$ cat config.mk
export PLATFORM = sky130hd
export DESIGN_NAME = grid_scanout
export DESIGN_NICKNAME = d
export VERILOG_FILES = /design/src/rtl/grid_scanout.sv
export SDC_FILE = /design/constraint.sdc
export NUM_CORES = 2
export LEC_CHECK = 0
export CORE_AREA = 2 2 482 484
export CTS_CLUSTER_SIZE = 16
export DETAILED_ROUTE_END_ITERATION = 12
export DIE_AREA = 0 0 484 486
export PLACE_DENSITY = 0.41
export SLEW_MARGIN = 20
export SYNTH_ARGS = -nofsm -noshare
export SYNTH_HDL_FRONTEND = slang
export SYNTH_SLANG_ARGS = --single-unit
$ cat constraint.sdc
create_clock -name clk -period 3.7 [get_ports clk]
set_input_delay 0.74 -clock clk [delete_from_list [all_inputs] [get_ports clk]]
set_output_delay 0.74 -clock clk [all_outputs]
set_load 0.02 [all_outputs]
$ cat src/rtl/grid_scanout.sv
// Purpose : scans a GRID_ROWS x GRID_COLS bitmap out as a raster video stream, one cell = CELL_W x CELL_H pixels.
// Latency : every video output (rgb/de/hs/vs/frame_start) lags the h/v counters by exactly 2 clocks.
// Backpr. : none; free-running pixel timing, grid_ram is sampled once per frame into a shadow copy.
//
// Ports:
//   clk          pixel clock, rising edge
//   reset_n      asynchronous active-low reset
//   grid_ram     cell bitmap, bit r*GRID_COLS+c = row r, column c
//   vid_rgb      {R,G,B}: white for a set cell, black for a clear cell or outside the active area
//   vid_de       data enable, high in the active area
//   vid_hs       horizontal sync, active high
//   vid_vs       vertical sync, active high (whole lines)
//   frame_start  one-cycle pulse with the first active pixel of each frame
//
// Optional macro GRID_LINES_EN: draws a dark-grey grid on the first pixel column and
// first line of every cell, overriding the cell colour.
module grid_scanout #(
  parameter int RAM_LENGTH = 1200,
  parameter int GRID_ROWS  = 30,
  parameter int GRID_COLS  = 40,
  parameter int CELL_W     = 8,
  parameter int CELL_H     = 8,
  parameter int H_FP       = 16,
  parameter int H_SYNC     = 32,
  parameter int H_BP       = 32,
  parameter int V_FP       = 4,
  parameter int V_SYNC     = 4,
  parameter int V_BP       = 12
) (
  input  logic                  clk,
  input  logic                  reset_n,
  input  logic [0:RAM_LENGTH-1] grid_ram,
  output logic [23:0]           vid_rgb,
  output logic                  vid_de,
  output logic                  vid_hs,
  output logic                  vid_vs,
  output logic                  frame_start
);

  localparam int H_ACT = GRID_COLS * CELL_W;
  localparam int V_ACT = GRID_ROWS * CELL_H;
  localparam int H_TOT = H_ACT + H_FP + H_SYNC + H_BP;
  localparam int V_TOT = V_ACT + V_FP + V_SYNC + V_BP;
  localparam int HW    = $clog2(H_TOT);
  localparam int VW    = $clog2(V_TOT);
  localparam int IW    = $clog2(RAM_LENGTH);
  localparam int CW_SH = $clog2(CELL_W);
  localparam int CH_SH = $clog2(CELL_H);

  // Timing counters
  logic [HW-1:0] h_cnt_q, h_cnt_d;
  logic [VW-1:0] v_cnt_q, v_cnt_d;
  logic          h_wrap, v_wrap;

  // Frame snapshot of grid_ram
  logic [0:RAM_LENGTH-1] shadow_q, shadow_d;

  // Stage 0 (combinational from counters)
  logic          de0, hs0, vs0, fs0;
  logic [VW-1:0] cell_row;
  logic [HW-1:0] cell_col;
  logic [IW-1:0] cell_idx;

  // Stage 1
  logic cell1_q, cell1_d;
  logic de1_q, de1_d, hs1_q, hs1_d, vs1_q, vs1_d, fs1_q, fs1_d;
`ifdef GRID_LINES_EN
  logic gl0;
  logic gl1_q, gl1_d;
`endif

  // Stage 2 (outputs)
  logic [23:0] rgb_q, rgb_d;
  logic        de2_q, de2_d, hs2_q, hs2_d, vs2_q, vs2_d, fs2_q, fs2_d;

  always_comb begin
    h_wrap  = (h_cnt_q == HW'(H_TOT - 1));
    v_wrap  = (v_cnt_q == VW'(V_TOT - 1));
    h_cnt_d = h_wrap ? '0 : h_cnt_q + HW'(1);
    v_cnt_d = v_cnt_q;
    if (h_wrap) begin
      v_cnt_d = v_wrap ? '0 : v_cnt_q + VW'(1);
    end
    // Snapshot taken on the very last cycle of the frame so pixel (0,0) already sees it.
    shadow_d = (h_wrap && v_wrap) ? grid_ram : shadow_q;
  end

  always_comb begin
    de0 = (h_cnt_q < HW'(H_ACT)) && (v_cnt_q < VW'(V_ACT));
    hs0 = (h_cnt_q >= HW'(H_ACT + H_FP)) && (h_cnt_q < HW'(H_ACT + H_FP + H_SYNC));
    vs0 = (v_cnt_q >= VW'(V_ACT + V_FP)) && (v_cnt_q < VW'(V_ACT + V_FP + V_SYNC));
    fs0 = (h_cnt_q == '0) && (v_cnt_q == '0);
    cell_row = v_cnt_q >> CH_SH;
    cell_col = h_cnt_q >> CW_SH;
    // Index forced to 0 in blanking so it can never point past the bitmap.
    cell_idx = '0;
    if (de0) begin
      cell_idx = IW'(cell_row) * IW'(GRID_COLS) + IW'(cell_col);
    end
`ifdef GRID_LINES_EN
    gl0 = de0 && (((h_cnt_q & HW'(CELL_W - 1)) == '0) || ((v_cnt_q & VW'(CELL_H - 1)) == '0));
`endif
  end

  always_comb begin
    cell1_d = de0 ? shadow_q[cell_idx] : 1'b0;
    de1_d   = de0;
    hs1_d   = hs0;
    vs1_d   = vs0;
    fs1_d   = fs0;
`ifdef GRID_LINES_EN
    gl1_d   = gl0;
`endif
  end

  always_comb begin
    rgb_d = 24'h000000;
    if (de1_q) begin
`ifdef GRID_LINES_EN
      if (gl1_q) begin
        rgb_d = 24'h404040;
      end else if (cell1_q) begin
        rgb_d = 24'hFFFFFF;
      end
`else
      if (cell1_q) begin
        rgb_d = 24'hFFFFFF;
      end
`endif
    end
    de2_d = de1_q;
    hs2_d = hs1_q;
    vs2_d = vs1_q;
    fs2_d = fs1_q;
  end

  always_ff @(posedge clk or negedge reset_n) begin
    if (!reset_n) begin
      h_cnt_q  <= '0;
      v_cnt_q  <= '0;
      shadow_q <= '0;
      cell1_q  <= 1'b0;
      de1_q    <= 1'b0;
      hs1_q    <= 1'b0;
      vs1_q    <= 1'b0;
      fs1_q    <= 1'b0;
`ifdef GRID_LINES_EN
      gl1_q    <= 1'b0;
`endif
      rgb_q    <= '0;
      de2_q    <= 1'b0;
      hs2_q    <= 1'b0;
      vs2_q    <= 1'b0;
      fs2_q    <= 1'b0;
    end else begin
      h_cnt_q  <= h_cnt_d;
      v_cnt_q  <= v_cnt_d;
      shadow_q <= shadow_d;
      cell1_q  <= cell1_d;
      de1_q    <= de1_d;
      hs1_q    <= hs1_d;
      vs1_q    <= vs1_d;
      fs1_q    <= fs1_d;
`ifdef GRID_LINES_EN
      gl1_q    <= gl1_d;
`endif
      rgb_q    <= rgb_d;
      de2_q    <= de2_d;
      hs2_q    <= hs2_d;
      vs2_q    <= vs2_d;
      fs2_q    <= fs2_d;
    end
  end

  assign vid_rgb     = rgb_q;
  assign vid_de      = de2_q;
  assign vid_hs      = hs2_q;
  assign vid_vs      = vs2_q;
  assign frame_start = fs2_q;

endmodule

# After elaboration in Yosys (flattened, before gate mapping)
# Index checks and enable logic that the tools add are counted.
classes:
  n_mux: 9
  add_sub_neg: 3
  reduce_logical: 7
  magnitude_cmp: 7
  n_bitwise: 1
  eq_ne: 2
  multipliers: 1
op_table:
  columns: ["op", "count"]
  rows:
  - ["$mux W24", 2]
  - ["$add A9 B1 Y9 const B", 2]
  - ["$eq A9 B9 Y1 const B", 2]
  - ["$logic_not A9 Y1", 2]
  - ["$lt A9 B8 Y1 const B", 2]
  - ["$lt A9 B9 Y1 const B", 2]
  - ["$mux W9", 2]
  - ["$ge A12 B12 Y1 const B", 1]
  - ["$not A11 Y12", 1]
  - ["$add A11 B6 Y11", 1]
  - ["$bmux W1 S11", 1]
  - ["$mux W11", 1]
  - ["$ge A9 B8 Y1 const B", 1]
  - ["$ge A9 B9 Y1 const B", 1]
  - ["$mul A6 B3 Y8 const B", 1]
  - ["$logic_and A1 B1 Y1", 5]
  - ["$mux W1", 3]
totals:
  wordCells: 43
  ff_bits: 1251
  out_inout_bits: 28
  inputBits: 1202

# Logic depth before layout (Yosys ltp)
logic_depth:
  ltp_word: 8
  mapped_depth: 15
  depth_no_buf: 13

# Worst setup path after synthesis
# No wires, ideal clock.
synth_path:
  kind: "reg-to-reg"
  start: "register h_cnt_q[6]"
  end: "register cell1_q"
  setup_slack_ns: 0.627
  synth_period_minus_slack_ns: 3.073
  t_arrival_ns: 2.936
  n_path_buf: 3
  path_stages_with_launch: 14
  t_required_ns: 3.563
  setup_time_ns: 0.137
  path_cell_list: "dfrtp_1 -> ha_1 -> clkbuf_1 -> inv_1 -> nor4_1 -> clkbuf_1 -> clkbuf_1 -> nand2_1 -> a22oi_1 -> o21ai_0 -> o311ai_0 -> o221ai_1 -> nand2_1 -> a311oi_1"
synth_via:
  elab_chain_cells: 8
  word_cells_on_any_way: 9
  classes_between: "1 x add/sub; 1 x order compare; 5 x mux; 1 x bitwise; 1 x reduce/logical"
synth_rtl:
  columns: ["item", "line_no", "text"]
  rows:
  - ["start: declaration", "51", "logic [HW-1:0] h_cnt_q, h_cnt_d;"]
  - ["start signal: assignment", "156", "h_cnt_q <= h_cnt_d;"]
  - ["$lt A9 B9 Y1", "89", "de0 = (h_cnt_q < HW'(H_ACT)) && (v_cnt_q < VW'(V_ACT));"]
  - ["$logic_and A1 B1 Y1", "89", null]
  - ["$mux W11", "97", "if (de0) begin"]
  - ["$not A11 Y12 (not written as such)", "106", "cell1_d = de0 ? shadow_q[cell_idx] : 1'b0;"]
  - ["$bmux W1 S11", "106", null]
  - ["$mux W1 (not written as such) (2 in series)", "106", null]
  - ["$mux W1 (*)", "106", null]
  - ["named net cell1_d", "65", "logic cell1_q, cell1_d;"]
  - ["end signal: assignment", "159", "cell1_q <= cell1_d;"]
  - ["end: declaration", "65", null]
# The timed path passes the listed nets; every way through them passes the cells marked *. The select of a mux whose other input is x is not followed.
# A chain may end at the register's enable or synchronous reset.

# Final worst setup path
layout_path:
  start: "register h_cnt_q[7]"
  end: "register cell1_q"
# The elaborated chain is that of the path after synthesis.

==> reports/results.txt <==
met2 WL: 148 mm
routed wire length per instance: 34.3 um
CP max-delay cell: or4_4
Seq/Total Area, Yosys: 54.6%
synthesized net count: 5613
dpl hpwl: 236 mm
PortBufs: 1229
Root Buffer: clkbuf_16
fin crit period: 3.66 ns
worst reg2reg path depth: 13
gr ovfl total: 0
Fin. Hold Viols: 0
number of global-route vias before repair: 47500
Starting Density: 24.5%
cells after synthesis: 4394
DP Area: 0.0753 mm^2
cell breakdown of the critical path: o21a_2, buf_4, or4_4, buf_12, o22ai_1, buf_4, o31a_1, o21ai_0, buf_4, nand4_1, o211ai_1, nand4_1, a311oi_2
crit path max fanout: 32
TritonCTS clock tree: built
share of layout cells above drive strength 1: 33.4%
Reg area: 0.0307 mm^2
crit-path max cell delay: 0.55 ns
Via density: 5.07
Slew Viols, Final: 0
Post-synth EDFFs: 0
CP most frequent cell: buf_4
peak supply drop: 0.000311 V
synth cell count leaders: dfrtp_1 (1228), mux2_2 (1204), clkbuf_1 (252)
Required @ worst endpoint: 4.37 ns
clock slew at reported path FFs: 0.06 ns
Placeable Area: 0.229 mm^2
clk buf depth: 3
global-route usage over all layers: 25.5%
DIE AREA: 0.235 mm^2
first-pass GRT wire length: 415 mm
largest cells by area after synthesis: dfrtp_1 (55%), mux2_2 (24%), o221ai_1 (2.4%)
static leakage: 36.8 nW
design area: 0.0813 mm^2
pwr dens: 381 mW/mm^2
first drt pass iteration count: 5
FMAX: 274 MHz
DRC errors left: 0
Multi-input gate area: 0.0242 mm^2
Post-Syn Area: 0.0563 mm^2
Synth warnings: 0
area leader, netlist: dfrtp_1
wire length on met1: 135 mm
I/O Pins: 1230
Setup Total Neg Slack: 0 ns
H-Tree Depth: 4
Worst-Skew Late Latency: 0.80 ns
GPL Wtd Cong: 0.861
Post-Route WL: 309 mm
final setup violation count: 0
P&R area growth vs syn: 44.6%
fillers: 22600
status: complete, no violations
Synth top area share: 54.6%
most common cell in the netlist: dfrtp_1
Final WS setup: 0.0439 ns
clk_skew: 0.0295 ns
Final Core Density: 35.4%
Max Cap Viol: 0
commonest register cell after synthesis: dfrtp_1
total power: 31.0 mW
relative slew slack: 45.1%
via count: 45800
antenna violations before repair: 113
reg2reg setup slack: 0.04 ns
nets@finish: 7057
Core Rows: 176
CP Capture Type: register
die width: 484 um
Hold Crit Depth: 0
worst-margin pin slew: 0.801 ns
largest net degree at the start of global routing: 109
DR iter-0 viols: 3505
Die Ht: 486 um
average size of a mapped cell: 12.8 um^2
critical path class: register to register
Hold EP: frame_start
Yosys reg bits: 1228
worst min-delay path startpoint: fs1_q
Top Layer Used: met5
CTS sink cnt: 1228
Final Cycle Share: 98.8%
met3 routed WL: 17.0 mm
worst hold path class: register to register
Arr. time, crit path: 4.33 ns
total CTS buffers: 154
Place WS: -0.545 ns
Post-synth ARST share: 100%
worst r2r src: h_cnt_q[7]
post-synth cell types: 70
antenna viol nets, final: 0
r2r endpoint: cell1_q
crit start category: register
stage by stage:
| step | cells | hold slack [ns] |
|---|---|---|
| 4_1_cts | 8972 | 0.362 |
| 5_1_grt | 9000 | 0.377 |
| 6_report | 9030 | 0.359 |
| 3_5_place_dp | 8681 | 0.349 |
| 3_3_place_gp | 8681 | 0.340 |
| 2_1_floorplan | 4394 | 0.331 |
placed cells by master (no fill, tap or decap), types with 120 or more instances in the layout:
master,count
mux2_2,1205
buf_4,323
o21ai_0,157
o221ai_1,153
clkbuf_16,162
dfrtp_1,1222
a221oi_1,132
clkdlybuf4s50_1,1228
nor2_1,120
nand2_1,168
registers in the layout (all words and copies together) (netlist names):
name         flops
fs1_q            1
hs1_q            1
vid_rgb          1
vid_de           1
vs1_q            1
vid_hs           1
frame_start      1
v_cnt_q          9
vid_vs           1
shadow_q      1200
de1_q            1
cell1_q          1
h_cnt_q          9
report_power, final:
group | switching [mW] | internal [mW]
Clock | 6.42 | 9.14
Combinational | 0.811 | 1.16
Sequential | 0 | 13.4
Total | 7.23 | 23.7
repair_timing:
action | CTS | global route
hold buffers | 1 | 0
gates cloned | 2 | 3
buffers inserted | 10 | 12
gates resized for setup | 48 | 29
endpoints found under the setup margin | 1 | 1
pin swaps | 10 | 13
endpoints found under the hold margin | 52 | 0
worst max-delay path, delay by kind of cell (launching register included):
| family | cells | cell delay [ns] |
|---|---|---|
| buffers and inverters | 4 | 0.72 |
| DFF | 1 | 0.46 |
| and+or+nand+nor | 3 | 1.01 |
| AOI/OAI and AO/OA | 6 | 1.24 |
layer usage:
layer  vias to the layer above  GRT usage [%]
met5                         -              0
met4                        54           7.07
met3                       424           4.62
met2                      1886           42.3
met1                     23900           33.8
li1                      19500              -
logic make-up after synthesis:
| kind of cell | after synthesis | synth area share, % |
|---|---|---|
| xor gates and xnor gates | 20 | 0.311 |
| buffers and inverters | 428 | 3.18 |
| DFF | 1228 | 54.6 |
| and+or+nand+nor | 482 | 3.94 |
| adders and majority gates | 17 | 0.405 |
| AOI/OAI and AO/OA | 921 | 11.7 |
| muxes | 1298 | 25.9 |
worst max-delay path by stage:
stage	startpoint	to	slack [ns]	depth (start not counted)
after global placement	v_cnt_q[4]	cell1_q	-0.53	14
final	h_cnt_q[7]	cell1_q	0.04	13
after CTS	h_cnt_q[3]	cell1_q	0.0002	12
after floorplan	h_cnt_q[6]	cell1_q	0.63	13
after detailed placement	v_cnt_q[4]	cell1_q	-0.55	14
after global routing	v_cnt_q[8]	cell1_q	-0.03	16
area by class of cell:
class                           count  share of cell area (%)
Clock inverter                     48                   0.683
Clock buffer                      230                    5.67
Timing Repair Buffer             1672                    21.1
Sequential cell                  1228                    37.8
Inverter                           44                   0.214
Multi-Input combinational cell   2738                    29.7
Antenna cell                       44                   0.135
Tap cell                         3026                    4.65
Note: power is estimated with default switching activity, not from simulation.
